### config.mk
export PLATFORM = sky130hd
export DESIGN_NAME = intf_sum
export DESIGN_NICKNAME = d
export VERILOG_FILES = /design/src/rtl/intf_sum_pkg.sv /design/src/rtl/intf_sum_add.sv /design/src/rtl/intf_sum.sv
export SDC_FILE = /design/constraint.sdc
export NUM_CORES = 1
export LEC_CHECK = 0
export CAP_MARGIN = 10
export CORE_AREA = 2 2 39 41
export CTS_CLUSTER_SIZE = 20
export DETAILED_ROUTE_END_ITERATION = 10
export DIE_AREA = 0 0 41 43
export GPL_TIMING_DRIVEN = 1
export PLACE_DENSITY = 0.69
export RECOVER_POWER = 50
export SLEW_MARGIN = 15
export SYNTH_ARGS = -nofsm -noshare
export SYNTH_HDL_FRONTEND = slang
export SYNTH_SLANG_ARGS = --single-unit
### constraint.sdc
create_clock -name clk -period 1.7 [get_ports clk]
set_input_delay 0.17 -clock clk [delete_from_list [all_inputs] [get_ports clk]]
set_output_delay 0.17 -clock clk [all_outputs]
set_load 0.03 [all_outputs]
### src/rtl/intf_sum_pkg.sv
// intf_sum_pkg: shared widths, result type and the width-generic adder helper.
// The optional INTF_SUM_SAT_EN macro is consumed by intf_sum_add, not here.
`default_nettype none

package intf_sum_pkg;

   localparam int unsigned N_DEFAULT = 4;
   localparam int unsigned MAX_W     = 32;

   typedef struct packed {
      logic             carry;
      logic [MAX_W-1:0] y;
   } sum_res_t;

   // Operands arrive zero-extended to MAX_W; w selects which bit is the carry.
   function automatic sum_res_t add_c(input logic [MAX_W-1:0] a,
                                      input logic [MAX_W-1:0] b,
                                      input int unsigned      w);
      logic [MAX_W:0]   s;
      logic [MAX_W-1:0] m;
      sum_res_t         r;
      s       = {1'b0, a} + {1'b0, b};
      m       = ~({MAX_W{1'b1}} << w);
      r.y     = s[MAX_W-1:0] & m;
      r.carry = ((s >> w) & (MAX_W+1)'(1)) != '0;
      return r;
   endfunction

endpackage

`default_nettype wire

### src/rtl/intf_sum_add.sv
// intf_sum_add: combinational N+1-bit adder; with INTF_SUM_SAT_EN defined the
// sum saturates to all-ones on overflow while carry still reports bit N.
`default_nettype none

module intf_sum_add
   import intf_sum_pkg::*;
#(
   parameter int unsigned N = N_DEFAULT
) (
   input  logic [N-1:0] a_i,
   input  logic [N-1:0] b_i,
   output logic [N-1:0] y_o,
   output logic         carry_o
);

   sum_res_t     res;
   logic [N-1:0] sum_y;

   assign res     = add_c(MAX_W'(a_i), MAX_W'(b_i), N);
   assign sum_y   = res.y[N-1:0];
   assign carry_o = res.carry;

   // Bits above N are always zero after masking in add_c.
   generate
      if (N < MAX_W) begin : g_hi
         logic hi_unused;
         assign hi_unused = |res.y[MAX_W-1:N];
      end
   endgenerate

`ifdef INTF_SUM_SAT_EN
   assign y_o = res.carry ? {N{1'b1}} : sum_y;
`else
   assign y_o = sum_y;
`endif

endmodule

`default_nettype wire

### src/rtl/intf_sum.sv
// intf_sum: registered N-bit adder with valid/ready on both sides and a
// one-deep output stage. Saturating mode is selected by INTF_SUM_SAT_EN.
`default_nettype none

module intf_sum
   import intf_sum_pkg::*;
#(
   parameter int unsigned N = N_DEFAULT
) (
   input  logic         clk,
   input  logic         rst,
   input  logic         in_valid,
   output logic         in_ready,
   input  logic [N-1:0] a,
   input  logic [N-1:0] b,
   output logic         out_valid,
   input  logic         out_ready,
   output logic [N-1:0] y,
   output logic         carry
);

   logic         valid_q, valid_d;
   logic [N-1:0] y_q, y_d;
   logic         carry_q, carry_d;
   logic [N-1:0] add_y;
   logic         add_carry;
   logic         accept;

   intf_sum_add #(.N(N)) u_add (
      .a_i     (a),
      .b_i     (b),
      .y_o     (add_y),
      .carry_o (add_carry)
   );

   assign in_ready = !valid_q || out_ready;
   assign accept   = in_valid && in_ready;

   always_comb begin
      valid_d = valid_q;
      y_d     = y_q;
      carry_d = carry_q;
      if (accept) begin
         valid_d = 1'b1;
         y_d     = add_y;
         carry_d = add_carry;
      end else if (out_ready) begin
         // Draining leaves y/carry showing the last result.
         valid_d = 1'b0;
      end
   end

   always_ff @(posedge clk or posedge rst) begin
      if (rst) begin
         valid_q <= 1'b0;
         y_q     <= '0;
         carry_q <= 1'b0;
      end else begin
         valid_q <= valid_d;
         y_q     <= y_d;
         carry_q <= carry_d;
      end
   end

   assign out_valid = valid_q;
   assign y         = y_q;
   assign carry     = carry_q;

endmodule

`default_nettype wire

After elaboration in Yosys (flattened, before gate mapping)
Index checks and enable logic that the tools add are counted.
{"block": "op_classes", "n_mux": 2, "addsub": 1, "reduce_logical": 4}
{"op": "adder 4 x 4 -> 5 bit", "count": 1}
{"op": "two-way mux 1 bit", "count": 2}
{"op": "nonzero test 2 bit", "count": 1}
{"op": "logical AND 1 bit", "count": 1}
{"op": "logical NOT 1 bit", "count": 1}
{"op": "logical OR 1 bit", "count": 1}
{"block": "word_totals", "wordCells": 10, "output_inout_bits": 7, "register_bits": 6, "inputBits": 12}

Depth between registers and ports, before layout
{"block": "logic_depth", "ltp_word": 4, "mapped_depth": 6, "depth_no_buf": 6}

By module
A second synthesis with hierarchy kept.
{"block": "hier_totals", "hier_cells": 31, "hier_area_um2": 397.9}
{"module": "intf_sum", "cells_each": 15, "seq_area_each_um2": 150.1, "area_per_inst_um2": 261.5, "n_inst": 1}
{"module": "intf_sum_add", "cells_each": 16, "seq_area_each_um2": 0.0, "area_per_inst_um2": 136.4, "n_inst": 1}

Least setup slack after synthesis
Ideal clock, no wire load.
{"block": "synth_timing", "path_kind": "flip-flop to flip-flop", "startpoint": "register valid_q, in the netlist out_valid", "endpoint": "register y_q[0], in the netlist y[0]", "required_ps": 1575, "period_less_slack_ps": 1344, "path_buffers": 0, "arrival_time_ps": 1219, "setup_slack_ps": 356, "path_stages_with_launch": 5, "setup_time_ps": 125, "cell_sequence": "dfrtp_1 -> nor2b_4 -> inv_2 -> nand2_4 -> mux2_4"}
{"block": "synth_via", "elab_chain_cells": 3}
{"element": "from (decl)", "line_no": "intf_sum.sv:22", "source": "logic valid_q, valid_d;"}
{"element": "from (signal assigned)", "line_no": "intf_sum.sv:59", "source": "valid_q <= valid_d;"}
{"element": "logical NOT 1 bit", "line_no": "intf_sum.sv:36", "source": "assign in_ready = !valid_q || out_ready;"}
{"element": "logical OR 1 bit", "line_no": "intf_sum.sv:36"}
{"element": "via in_ready", "line_no": "intf_sum.sv:13", "source": "output logic in_ready,"}
{"element": "logical AND 1 bit", "line_no": "intf_sum.sv:37", "source": "assign accept = in_valid && in_ready;"}
{"element": "to (signal assigned)", "line_no": "intf_sum.sv:60", "source": "y_q <= y_d;"}
{"element": "to (decl)", "line_no": "intf_sum.sv:23", "source": "logic [N-1:0] y_q, y_d;"}
The timed path passes the listed nets, and every way through them passes these cells.
A chain may end at the register's enable or synchronous reset.

Final worst setup path
{"block": "layout_timing", "startpoint": "register valid_q, in the netlist out_valid", "endpoint": "output port in_ready"}
{"block": "layout_via", "elab_chain_cells": 2}
{"element": "logical NOT 1 bit", "line_no": "intf_sum.sv:36"}
{"element": "logical OR 1 bit", "line_no": "intf_sum.sv:36"}
{"element": "to (decl)", "line_no": "intf_sum.sv:13"}
Every way passes these cells.

==> impl_metrics.yaml <==
global_route:
  grt_most_used_layer: "met2"
  first_pass_grt_wire_length_um: 1221
  grt_max_degree: 7
  initial_antenna_violation_count: 0
  global_route.usage.met3_pct: 3.141
  groute.usage.overall_pct: 10.11
  groute.layer.met2.usage_pct: 14.37
  vias_in_the_first_global_route: 319
  overflow: 0
  use_met1_pct: 12.83
pwr:
  totalPowerFinal_mw: 0.5047
  leakagePower_nw: 0.2743
  power-per-cell-area_mw_per_mm2: 838.6
  max-vdd-ir-drop_mv: 0.2178
floorplanning:
  die_w_um: 41
  core_area_mm2: 0.001384
  floorplan.io_pins: 19
  design.die.area_mm2: 0.001763
  rows: 14
  initial_core_util_pct: 27.49
  die_h_um: 43
job:
  drv.max_cap_violation_count: 0
final_layout:
  multiInputGateArea_um2: 200.2
  ff_latch_area_um2: 150.1
  mostFrequentLayoutCells: "sky130_fd_sc_hd__clkdlybuf4s50_1 (16), sky130_fd_sc_hd__o21ai_0 (6), sky130_fd_sc_hd__dfrtp_1 (6)"
  design_area_um2: 601.8
  insertedDiodeCount: 0
  layout_stage_area_growth_over_the_synthesis_result_pct: 58.22
  mostFrequentLayoutCell: "sky130_fd_sc_hd__clkdlybuf4s50_1"
  final_layout_size_suffix_gt1_share_pct: 8.475
  n_fill_cell: 149
  finalNetCount: 78
yosys:
  yosysTopAreaCellShare_pct: 39.47
  netlist.top_cell.by_area: "sky130_fd_sc_hd__dfrtp_1"
  yosys_cell_types: 18
  synth-seq-cells: 6
  combinational_family_with_the_most_area_after_synthesis: "adder cells"
  synth_simple_gate_area_share_pct: 14.14
  synth_net_count: 54
  post_synthesis_compound_gate_area_fraction_pct: 15.79
  synth_sequential_area_ratio_pct: 39.47
  synthesis.area_per_instance_um2: 10.28
  syn_inst: 37
  yosys.area_share.adder_pct: 18.42
  synth-warning-count: 0
  synth_xor_xnor_area_share_pct: 2.303
  ys_top_cells_by_area: "sky130_fd_sc_hd__dfrtp_1 (39%), sky130_fd_sc_hd__ha_1 (13%), sky130_fd_sc_hd__o21ai_0 (7.9%)"
  synthesis.area_um2: 380.4
  synthMuxAreaShare_pct: 3.947
timing:
  layout_min_cycle_time_ps: 1427
  worst_slew_margin_rel_pct: 78.52
  achievable-frequency_mhz: 700.8
  max_slew.worst_pin.slew_ps: 321.7
  grt_setup_unrepaired: "no"
  post-route-worst-setup-slack_ps: 273.0
  post-route-period-util_pct: 83.94
  finalHoldViolCount: 0
  number_of_slew_limit_violations_in_the_final_report: 0
  timing.final.setup_violations: 0
  clock_skew_ps: 0.1218
  fin_tns_setup_ps: 0
routing:
  dr_total_vias: 335
  drt-pass1-iter-count: 2
  detailedRoute.firstIterationViolations: 1
  ant_nets: 0
  drc_violation_count_after_routing: 0
  drt-wirelength-per-cell_um: 9.253
  routed_wl_um: 694
  vias_per_cell: 4.467
critical_path:
  critical_path.top_delay_family: "buffers and inverters"
  cp_num_buf_inv: 2
  slowest_cell_on_the_critical_path: "sky130_fd_sc_hd__dfrtp_1"
  timing.critical_path.to_type: "output pin"
  timing.critical_path.cells: "nor2b_1, clkinv_1, dlymetal6s2s_1"
  setup.worst_path.class: "register to output pin"
  crit_fanout: 5
  crit_path_max_incr_delay_ps: 330
  worst-r2r-setup-slack_ps: 280
  arrival_ps: 1260
  timing.critical_path.required_ps: 1530
  start_kind: "register"
placed_design:
  placement_stage_worst_setup_slack_ps: 53.83
  dp.final_hpwl_um: 618.2
  port_buffers: 18
  placement.cell_area_um2: 588.1
  routabilityCongestion: 0.7129
clocking:
  post_cts_hold_buffer_count: 0
  post-cts-setup-buffers: 0
  clock_tree.buffer_depth: 2
  clock_tree.htree_level_count: 1
  tritoncts: "done"
  cts-root-buf: "sky130_fd_sc_hd__clkbuf_4"
  cts.repair.resized: 0
  tritoncts.num_buffers: 3
  cts.sink_count: 6
  path_clk_slew_ps: 40
  clock_latency_of_the_later_clocked_register_in_the_worst_skew_pair_ps: 240
hold_path:
  min_path_type: "input pin to asynchronous set/reset pin"
status:
  outcome: "finished, final reports clean"
cell usage after synthesis (all sizes together):
library cell,count
dfrtp,6
inv,6
o21ai,6
ha,4
a21oi,3
nand2,2
nor2b,2
a21boi,1
and3b,1
fa,1
mux2,1
nand3,1
nor3,1
o31ai,1
xor2,1
stage by stage:
step | util (%) | hold WS (ps) | instances
6_report | 43.49 | 283.9 | 75
5_1_grt | 43.49 | 296.2 | 75
4_1_cts | 44.12 | 148.8 | 75
3_5_place_dp | 42.50 | 406.1 | 72
3_3_place_gp | 42.50 | 400.6 | 72
2_1_floorplan | - | -39.04 | 37
cell families after synthesis:
| logic type | after synthesis |
|---|---|
| and+or+nand+nor | 7 |
| DFF | 6 |
| xor gates and xnor gates | 1 |
| AOI/OAI and AO/OA | 11 |
| buffers and inverters | 6 |
| adders and majority gates | 5 |
| muxes | 1 |
layer usage:
metal / share of wire, % / routed length (um)
met1: 42 / 294
met3: 11 / 79
met4: 0 / 0
met5: 0 / 0
met2: 46 / 321
sequential cells by signal, indices dropped and copies added (netlist names):
register   cells
out_valid      1
carry          1
y              4
final timing paths:
| check | cells past startpoint | startpoint | to |
|---|---|---|---|
| max in group asynchronous | 2 | rst | out_valid |
| max | 3 | out_valid | in_ready |
| min in group clk | 2 | y[1] | y[1] |
| min reg2reg | 2 | y[1] | y[1] |
| max reg2reg | 5 | out_valid | y[0] |
| min | 2 | rst | y[2] |
worst register-to-register path: stages, from the launching register on:
cell	delay, ps
sky130_fd_sc_hd__dfrtp_1	330
sky130_fd_sc_hd__nor2b_1	290
sky130_fd_sc_hd__clkinv_1	130
sky130_fd_sc_hd__clkbuf_1	160
sky130_fd_sc_hd__nand2_4	100
sky130_fd_sc_hd__mux2_4	290
power by group:
part / switching, mW / leakage, nW / total, mW / internal (mW)
combinational: 0.102 / 0.190 / 0.198 / 0.0966
sequential: 0.0116 / 0.0705 / 0.179 / 0.167
clock: 0.0476 / 0.0138 / 0.127 / 0.0796
total: 0.161 / 0.274 / 0.505 / 0.344
cell type report:
class	count	area share (%)
clock buffer	3	3.742
timing repair buffer	19	30.98
tap	16	3.326
inverter	6	3.742
sequential	6	24.95
multi-input combinational	25	33.26
Power figures use the tool's default switching activity.
